## src/rtl/imem_loader_pkg.sv

```systemverilog
// Shared types and defaults for the boot-time instruction-memory loader.
package imem_loader_pkg;

    localparam int ADDR_W_DEF = 8;
    localparam int DATA_W_DEF = 32;

    typedef enum logic [1:0] {
        ST_IDLE,
        ST_LOAD,
        ST_RUN,
        ST_ERROR
    } load_state_t;

endpackage

```

## src/rtl/imem_loader_if.sv

```systemverilog
// Instruction-word stream into the loader: valid/ready handshake with a last marker.
interface imem_loader_if
    import imem_loader_pkg::*;
#(
    parameter int DATA_W = DATA_W_DEF
);

    logic              in_valid;
    logic [DATA_W-1:0] in_data;
    logic              in_last;
    logic              in_ready;

    modport master (output in_valid, in_data, in_last, input in_ready);
    modport slave  (input in_valid, in_data, in_last, output in_ready);

endinterface

```

## src/rtl/imem_loader_csum.sv

```systemverilog
// Wrapping-sum accumulator over the data words of one load, compared against the trailing checksum word.
module loader_csum
    import imem_loader_pkg::*;
#(
    parameter int DATA_W = DATA_W_DEF
) (
    input  logic              clk,
    input  logic              rst,
    input  logic              clr,
    input  logic              add,
    input  logic [DATA_W-1:0] data,
    input  logic [DATA_W-1:0] chk,
    output logic              match
);

    logic [DATA_W-1:0] sum;

    always_ff @(posedge clk) begin
        if (rst || clr) begin
            sum <= '0;
        end else if (add) begin
            sum <= sum + data;
        end
    end

    assign match = (sum == chk);

endmodule

```

## src/rtl/imem_loader.sv

```systemverilog
// Streams instruction words into IMEM and holds the pipeline in reset until the load completes.
// Build option: IMEM_LOADER_CHECKSUM_EN treats the in_last word as a checksum instead of an instruction.
//
// state    | meaning
// ST_IDLE  | waiting for load_req, pipeline held in reset
// ST_LOAD  | accepting words, writing consecutive IMEM slots
// ST_RUN   | load committed, pipeline released
// ST_ERROR | overflow or checksum mismatch, pipeline held until load_req
module imem_loader
    import imem_loader_pkg::*;
#(
    parameter int ADDR_W = ADDR_W_DEF,
    parameter int DATA_W = DATA_W_DEF
) (
    input  logic              clk,
    input  logic              rst,
    input  logic              load_req,
    imem_loader_if.slave      in_bus,
    output logic              mem_we,
    output logic [31:0]       mem_addr,
    output logic [DATA_W-1:0] mem_wdata,
    output logic              cpu_rst,
    output logic              cpu_run,
    output logic [ADDR_W:0]   word_count,
    output logic              err
);

    localparam logic [ADDR_W:0] FULL = {1'b1, {ADDR_W{1'b0}}};
    localparam logic [ADDR_W:0] ONE  = {{ADDR_W{1'b0}}, 1'b1};

    load_state_t state, state_next;
    logic        hs, full, write_en, err_set;
    logic        in_ready_d, cpu_run_d;

    assign hs   = in_bus.in_valid & in_bus.in_ready;
    assign full = (word_count == FULL);

`ifdef IMEM_LOADER_CHECKSUM_EN
    logic csum_match;

    loader_csum #(.DATA_W(DATA_W)) u_csum (
        .clk   (clk),
        .rst   (rst),
        .clr   (load_req),
        .add   (write_en),
        .data  (in_bus.in_data),
        .chk   (in_bus.in_data),
        .match (csum_match)
    );

    // The checksum word never occupies a slot, so it cannot overflow.
    assign write_en = hs & ~load_req & ~full & ~in_bus.in_last;
    assign err_set  = hs & ~load_req &
                      ((full & ~in_bus.in_last) | (in_bus.in_last & ~csum_match));
`else
    assign write_en = hs & ~load_req & ~full;
    assign err_set  = hs & ~load_req & full;
`endif

    always_ff @(posedge clk) begin
        if (rst) begin
            state <= ST_IDLE;
        end else begin
            state <= state_next;
        end
    end

    always_comb begin
        state_next = state;
        case (state)
            ST_IDLE, ST_RUN, ST_ERROR: begin
                if (load_req) state_next = ST_LOAD;
            end
            ST_LOAD: begin
                if (load_req)                     state_next = ST_LOAD;
                else if (err_set)                 state_next = ST_ERROR;
                else if (hs && in_bus.in_last)    state_next = ST_RUN;
            end
            default: state_next = ST_IDLE;
        endcase
    end

    // cpu_run only rises after a full cycle in RUN, so the last write lands before fetch.
    always_comb begin
        in_ready_d = (state_next == ST_LOAD);
        cpu_run_d  = (state == ST_RUN) && (state_next == ST_RUN);
    end

    always_ff @(posedge clk) begin
        if (rst) begin
            in_bus.in_ready <= 1'b0;
            cpu_run         <= 1'b0;
            cpu_rst         <= 1'b1;
        end else begin
            in_bus.in_ready <= in_ready_d;
            cpu_run         <= cpu_run_d;
            cpu_rst         <= ~cpu_run_d;
        end
    end

    always_ff @(posedge clk) begin
        if (rst) begin
            mem_we     <= 1'b0;
            mem_addr   <= '0;
            mem_wdata  <= '0;
            word_count <= '0;
            err        <= 1'b0;
        end else begin
            mem_we <= 1'b0;
            if (load_req) begin
                word_count <= '0;
                err        <= 1'b0;
            end else begin
                if (write_en) begin
                    mem_we     <= 1'b1;
                    mem_addr   <= {{(30-ADDR_W){1'b0}}, word_count[ADDR_W-1:0], 2'b00};
                    mem_wdata  <= in_bus.in_data;
                    word_count <= word_count + ONE;
                end
                if (err_set) err <= 1'b1;
            end
        end
    end

endmodule

```

## src/flat_wrapper.sv

```systemverilog
// flat-port wrapper written by rule: the top's interface ports become plain ports
module imem_loader_flat import imem_loader_pkg::*;
#(
    parameter int ADDR_W = ADDR_W_DEF,
    parameter int DATA_W = DATA_W_DEF
)
  (clk, rst, load_req, mem_we, mem_addr, mem_wdata, cpu_rst, cpu_run, word_count, err, in_bus_in_valid, in_bus_in_data, in_bus_in_last, in_bus_in_ready);
  imem_loader_if #(.DATA_W(DATA_W)) in_bus_i ();
  input  logic clk;
  input  logic rst;
  input  logic load_req;
  output logic mem_we;
  output logic [31:0] mem_addr;
  output logic [DATA_W-1:0] mem_wdata;
  output logic cpu_rst;
  output logic cpu_run;
  output logic [ADDR_W:0] word_count;
  output logic err;
  input wire logic [$bits(in_bus_i.in_valid)-1:0] in_bus_in_valid;
  input wire logic [$bits(in_bus_i.in_data)-1:0] in_bus_in_data;
  input wire logic [$bits(in_bus_i.in_last)-1:0] in_bus_in_last;
  output wire logic [$bits(in_bus_i.in_ready)-1:0] in_bus_in_ready;
  assign in_bus_i.in_valid = in_bus_in_valid;
  assign in_bus_i.in_data = in_bus_in_data;
  assign in_bus_i.in_last = in_bus_in_last;
  assign in_bus_in_ready = in_bus_i.in_ready;
  imem_loader #(.ADDR_W(ADDR_W), .DATA_W(DATA_W)) u_core (.clk(clk), .rst(rst), .load_req(load_req), .in_bus(in_bus_i), .mem_we(mem_we), .mem_addr(mem_addr), .mem_wdata(mem_wdata), .cpu_rst(cpu_rst), .cpu_run(cpu_run), .word_count(word_count), .err(err));
endmodule
```

## config.mk

```make
export PLATFORM = sky130hd
export DESIGN_NAME = imem_loader_flat
export DESIGN_NICKNAME = d
export VERILOG_FILES = /design/src/rtl/imem_loader_pkg.sv /design/src/rtl/imem_loader_if.sv /design/src/rtl/imem_loader_csum.sv /design/src/rtl/imem_loader.sv /design/src/flat_wrapper.sv
export SDC_FILE = /design/constraint.sdc
export NUM_CORES = 1
export LEC_CHECK = 0
export CAP_MARGIN = 30
export CELL_PAD_IN_SITES_DETAIL_PLACEMENT = 1
export CELL_PAD_IN_SITES_GLOBAL_PLACEMENT = 2
export CORE_AREA = 5 5 116 118
export CTS_CLUSTER_SIZE = 28
export DETAILED_ROUTE_END_ITERATION = 6
export DIE_AREA = 0 0 121 123
export PLACE_DENSITY = 0.87
export SYNTH_ARGS = -nofsm -noshare
export SYNTH_HDL_FRONTEND = slang
export SYNTH_HIERARCHICAL = 1
export SYNTH_SLANG_ARGS = --single-unit
```

## constraint.sdc

```tcl
create_clock -name clk -period 1.6 [get_ports clk]
set_clock_uncertainty 0.2 [all_clocks]
set_input_delay 0.16 -clock clk [delete_from_list [all_inputs] [get_ports clk]]
set_output_delay 0.16 -clock clk [all_outputs]
set_load 0.01 [all_outputs]
```

# == Word level (Yosys, flattened, before mapping) ==
# Cells that the tools add are included.
# totals
regBits,56
latchBits,0
ram_bits,0
mem_bits_ro,0
input_bits,37
output_inout_bits,78
elab_cells,35
mem_count,0
# classes
add_sub_neg,1
multipliers,0
div,0
n_lt_le_gt_ge,0
eq_ne,6
shifts,0
n_mux,6
bitwise,7
reduce_logical,6
# ops
op,n
$add 9x1->9 const B,1
$eq 9x9->1 const B,1
$mux 2,4
$eq 2x2->1 const B,3
$and 1x1->1,4
$eq 2x1->1 const B,2
$pmux 2 s2,1
$not 1->1,3
$reduce_or 3->1,1
$logic_and 1x1->1,2
$logic_not 2->1,1
$reduce_and 2->1,1
$reduce_or 2->1,1
$mux 1,1

# == Depth between registers and ports, before layout ==
# logic_depth
word_depth,9
ltp_mapped,7
ltp_nobuf,5

# == Worst setup path after synthesis ==
# OpenSTA, ideal clock, no wires.
# synth_path
path_kind,register to register
start,register u_core.word_count[0]
end,register u_core.word_count[0]
setup_ps,72
t_arrival_ps,1487
required_ps,1328
path_slack_ps,-159
stages_incl_launch_ff,8
path_buffers,2
period_less_slack_ps,1759
cell_sequence,dfxtp_1 > inv_1 > ha_1 > nor4b_2 > a21oi_1 > buf_6 > buf_12 > mux2i_1
# synth_between
elab_chain_cells,3
word_cells_on_any_way,4
classes_between,add/sub (1); eq/ne (1); bitwise (2)
# synth_lines
item,line_no,source
"start, declared",imem_loader.sv:24,"output logic [ADDR_W:0] word_count,"
"start signal, assigned",imem_loader.sv:118,word_count <= word_count + ONE;
branches (longest 3 deep; another with $add 9x1->9),n/a,
# Parallel ways; which one is timed is not known.
# A chain may end at the register's enable or synchronous reset.

# == Final worst setup path ==
# layout_path
start,register u_core.word_count[0]
end,register u_core.state[0]
# layout_between
elab_chain_cells,5
# layout_lines
item,line_no,source
$eq 9x9->1,imem_loader.sv:36,assign full = (word_count == FULL);
$and 1x1->1,imem_loader.sv:57,assign err_set = hs & ~load_req & full;
$mux 2,imem_loader.sv:76,else if (err_set) state_next = ST_ERROR;
$mux 2,imem_loader.sv:75,if (load_req) state_next = ST_LOAD;
$pmux 2 s2,imem_loader.sv:70,case (state)
"end signal, assigned",imem_loader.sv:64,state <= state_next;
"end, declared",imem_loader.sv:31,"load_state_t state, state_next;"
# No other way between the ends.

==> results.cfg <==
[outcome]
run_status = finished, violations left
violations = setup timing

[pwr]
power_density_mw_per_mm2 = 743
p_leak_nw = 1.64
worst_ir_drop_vdd_mv = 0.351

[yosys]
synth-compound-area-share = 0.0542
most_repeated_cell_in_the_gate_level_netlist_after_synthesis = nand2_1
synthXorXnorAreaFrac = 0
syn_area_mm2 = 0.00252
synth_common_cells = nand2_1 (83), dfxtp_1 (56), mux2i_1 (38), buf_4 (24), nand3_1 (10)
syn_inst = 278
synthAdderAreaFrac = 0.00995
synth-seq-area-share = 0.446
synthDominantAreaCellType = dfxtp_1
yosys_most_used_dff = dfxtp_1
post_synth_and_or_nand_nor_area_fraction = 0.207
synth.top_cells.by_area = dfxtp_1 (45%), mux2i_1 (15%), nand2_1 (12%)
syn_avg_cell_area_um2 = 9.05
synth_largest_type_area_fraction = 0.446
yosysWarningCount = 6
yosys-mux-area-fraction = 0.151
ys_async_sr_fraction = 0
synth_enable_flop_cells = 0
synth-seq-cells = 56
netlist-cell-type-count = 34
main_combinational_cell_family_by_area_after_synthesis = simple AND/OR/NAND/NOR gates

[final_layout]
post-route-util = 0.322
area_growth_pct = 58.2
nNetsFinal = 430
insertedDiodeCount = 0
fraction_of_final_layout_cells_with_drive_strength_greater_than_1 = 0.156

[sta]
timing.setup.tns_ps = -2550
clock.fmax_ghz = 0.584
drv_slew = 0
setup_viol = 46
layout_min_cycle_time_ps = 1710
unrepaired_setup_endpoints_after_global_routing = true
finalHoldViolations = 0
setup_slack_ps = -114
finalCritPeriodShare = 1.07

[grt]
pin_count_of_the_biggest_net_entering_global_routing = 51
antenna_found_initial = 0
gr-usage-all-layers = 0.0994
wire_length_of_the_first_global_routing_pass_um = 11800
global_route.overflow_total = 0
grt_pass1_vias = 2388

[floorplan]
placementRows = 41
chipWidth_um = 121
fp.coreArea_mm2 = 0.0124
floorplan.die_area_mm2 = 0.0149
die_y_um = 123
io_pins = 115
initial_utilization = 0.204

[worst_hold_path]
hold_depth = 3
worst_hold_path_type = input pin to register
hp-start = in_bus_in_data[6]
holdPathEnd = u_core/mem_wdata[6]

[setup_path]
critical_path_buf_inv_count = 2
crit-reg2reg-launch = u_core/word_count[0]
rr_worst_depth = 6
setup.worst_path.start = u_core/word_count[0]
slowest_delay_ps = 350
timing.critical_path.cells = inv_4, ha_4, nor4b_4, a21oi_4, buf_12, a311oi_1
reg2reg_slack_ps = -110
cp.required_ps = 1610
crit_path_launch_type = register
critPathCaptureType = register
critical_path_class = register to register
crit-reg2reg-capture = u_core/state[0]
cp_slowest_cell = dfxtp_4
worst_path_dominant_cell_family = compound AO/OA/AOI/OAI gates
worst-endpoint-arrival_ps = 1720
cp_max_fo = 15

[detailed_routing]
total_wire_length_after_detailed_routing_um = 7780
detail_route.vias_per_cell = 3.99
dr.first_iter.drc_count = 65
route.vias.total = 2253
routed_wire_length_per_instance_um = 13.8
detail_route.drc_violations = 0
ant_nets = 0
detail_route.first_pass.iterations = 5

[cts]
insertion_delay_ps = 290
worst_setup_hold_path_clk_slew_ps = 70
cts_inserted_buffers = 5
numClockSinks = 56
cts_max_path_buffers = 2
postCtsHoldBufs = 0
cts_tree = built
cts_root_buffer = clkbuf_16
htree_num_levels = 2

[placed_design]
placement.setup.worst_slack_ps = -278
gpl.final_weighted_congestion = 0.705
portBuffers = 90
dp_hpwl_um = 5750

[run]
cap_viol_max_count = 0
where the power goes:
part | total [mW] | switching (mW) | internal (mW)
clock | 1.13 | 0.502 | 0.627
sequential | 1.44 | 0.0193 | 1.42
combinational | 0.387 | 0.178 | 0.209
total | 2.96 | 0.700 | 2.26
placed cells by master (no fill, tap or decap), drive strengths merged, types with 8 or more instances in the layout:
cell and n:
nand2 83, dlygate4sd2 9, clkdlybuf4s50 74, buf 31, dfxtp 56, mux2i 38, nand3 10, inv 8
conb 24, clkbuf 8
kinds of logic after synthesis:
kind of cell / after synthesis
simple gates: 113
fa+ha+maj: 2
flops: 56
compound gates: 22
mux: 38
buf+inv: 46
other cells: 1
worst max-delay path by stage:
stage,depth (start not counted),endpoint
2_1_floorplan,7,u_core/word_count[0]
3_3_place_gp,4,u_core/word_count[5]
3_5_place_dp,5,u_core/mem_wdata[31]
4_1_cts,6,u_core/state[0]
5_1_grt,6,u_core/state[0]
6_report,6,u_core/state[0]
state kept, by name (all words and copies together), names as in the netlist:
name,flops
u_core/mem_wdata,32
u_core/word_count,9
u_core/mem_addr,8
u_core/state,2
u_core/cpu_rst,1
u_core/cpu_run,1
u_core/err,1
u_core/in_bus.in_ready,1
u_core/mem_we,1
worst reg2reg max path, stage by stage (launching register included):
cell	delay, ps
dfxtp_4	350
inv_4	60
ha_4	120
nor4b_4	290
a21oi_4	170
buf_12	190
a311oi_1	250
cell type report:
class,instances,area (µm²)
Fill cell,1456,8380
Timing Repair Buffer,122,1220
Clock buffer,7,143
Sequential cell,56,1130
Clock inverter,1,6.26
Tap cell,172,215
Inverter,7,31.3
Multi-Input combinational cell,199,1230
metal layers:
layer	vias to the layer above	wire length, µm	global-route usage
met3	6	520	0.0302
li1	1103	-	-
met1	1056	3400	0.115
met2	88	3800	0.180
met5	-	0	0
met4	0	55	0.0227
timing repair:
item | CTS | global route
pin swaps | 0 | 3
buffers inserted | 2 | 0
setup endpoints to repair | 60 | 58
gates cloned | 1 | 1
resized for setup | 23 | 15
stage by stage:
stage                     total power, mW  std cells  hold WS, ps  cell area, µm²
after CTS                            3.02        564          219            3950
after global routing                 3.10        564          216            3980
after floorplan                      1.68        301         32.1            2620
final                                2.96        564          225            3980
after detailed placement             1.85        553          252            3710
after global placement               1.84        553          241            3710
Note: power is estimated with default switching activity, not from simulation.
==> patch: new RTL, same flow settings <==
Reset style: asynchronous (`rst`), changed in 3 clocked blocks.
--- a/src/rtl/imem_loader.sv
+++ b/src/rtl/imem_loader.sv
@@ -59,3 +59,3 @@
 
-    always_ff @(posedge clk) begin
+    always_ff @(posedge clk or posedge rst) begin
         if (rst) begin
@@ -88,3 +88,3 @@
 
-    always_ff @(posedge clk) begin
+    always_ff @(posedge clk or posedge rst) begin
         if (rst) begin
@@ -100,3 +100,3 @@
 
-    always_ff @(posedge clk) begin
+    always_ff @(posedge clk or posedge rst) begin
         if (rst) begin
Check against the original RTL: differs if rst is asserted again (counterexample within 4 cycles, from zero or initial values and one cycle with rst high); with rst held inactive, the same outputs for 10 cycles.
==> patch against the unedited design <==
The run still ends with setup timing left; setup slack worse by 0.35 ns; sequential cell count unchanged; routed wire length up 2.8%; count of clock-buffer cells in the layout down 2; final area up 8.2%; synthesized area down 2.1%; sequential share of layout area up 4.1 points; critical endpoint is now u_core/mem_wdata[3]$_DFFE_PP0P_; largest cell class is now flip-flops and latches; highest routed layer unchanged.
Power is not compared: it rests on default switching activity, and its combinational part moved more than twofold at a synthesized area within 25%.
==> patch: results <==
group,metric,value,unit
status,status,"finished, violations left",
status,violations,"setup timing",
global_routing,met2_usage,18.4,%
critical_path,worst-r2r-cell-count,7,
critical_path,critPathTopFamily,"buffers and inverters",
timing,fin_ws,-0.468,ns
layout,fin_cells,486,
synthesis,synth.area.top_cells,"dfrtp_1, mux2_1, buf_4",
global_routing,grt_usage,10.4,%
global_routing,grt_pass1_wl,11900,µm
synthesis,synth_area_per_cell,13.5,µm²
drt,drt_first_pass_iters,4,
placement,dpl.hpwl,5280,µm
clock_network,post_cts_buffers,9,
placement,place_worst_setup_slack,-0.494,ns
drt,dr_wl_met2,3950,µm
timing,hold-worst-slack,0.0861,ns
drt,drtIter0Drc,117,
synthesis,async_flop_share,100,%
critical_path,rr_startpoint,"u_core/word_count[0]$_DFFE_PP0P_",
global_routing,grt_max_degree,38,
drt,via_per_inst,3.89,
power_and_ir_drop,finalPower,4.22,mW
critical_path,max_stage_delay,0.37,ns
timing,finalSetupViolCount,51,
placement,place_area,3760,µm²
global_routing,grt_pass1_vias,2081,
layout,final_net_count,352,
synthesis,yosysUniqueCellTypes,30,
synthesis,synth-main-ff-cell,"dfrtp_1",
layout,final_area,4310,µm²
layout,fillers,1324,
critical_path,crit_slowest_cell,"dfrtp_2",
synthesis,ys_seq_area_share,57.0,%
patch: cell count changes after synthesis, moves of 3 or more:
cell / delta
nand3_1: -7
dfxtp_1: -56
buf_12: -3
mux2_1: +39
clkbuf_1: -8
mux2i_1: -37
o21ai_0: -4
nand2_1: -77
dfrtp_1: +55
patch: how the worst max path moves through the flow:
stage	start	to	slack [ns]	cells past startpoint
final	u_core/word_count[0]$_DFFE_PP0P_	u_core/mem_wdata[3]$_DFFE_PP0P_	-0.47	7
after floorplan	u_core/word_count[0]$_DFFE_PP0P_	u_core/mem_addr[2]$_DFFE_PP0P_	-0.46	6
after CTS	u_core/word_count[0]$_DFFE_PP0P_	u_core/mem_wdata[5]$_DFFE_PP0P_	-0.48	8
after global placement	u_core/word_count[1]$_DFFE_PP0P_	u_core/mem_wdata[21]$_DFFE_PP0P_	-0.42	6
after detailed placement	in_bus_in_valid	u_core/mem_wdata[16]$_DFFE_PP0P_	-0.49	5
after global routing	u_core/word_count[0]$_DFFE_PP0P_	u_core/mem_wdata[3]$_DFFE_PP0P_	-0.54	7
patch: cell type report:
type / instances / share of cell area [%]
multi-input combinational: 113 / 26.5
tap: 172 / 5.00
inverter: 8 / 0.784
clock buffer: 5 / 2.90
timing repair buffer: 129 / 31.1
sequential: 56 / 32.6
clock inverter: 3 / 1.07
patch: kinds of logic (layout without fill, tap and decap cells):
| group | count (synthesis) | count (layout) | share of synthesized area (%) |
|---|---|---|---|
| multiplexers | 42 | 42 | 19.2 |
| AND/OR/NAND/NOR | 24 | 24 | 6.15 |
| other | 1 | 24 | 0.152 |
| adder cells (fa/ha/maj) | 2 | 2 | 1.02 |
| buffers and inverters | 37 | 145 | 10.5 |
| AO/OA/AOI/OAI | 21 | 21 | 6.05 |
| flip-flops | 56 | 56 | 57.0 |
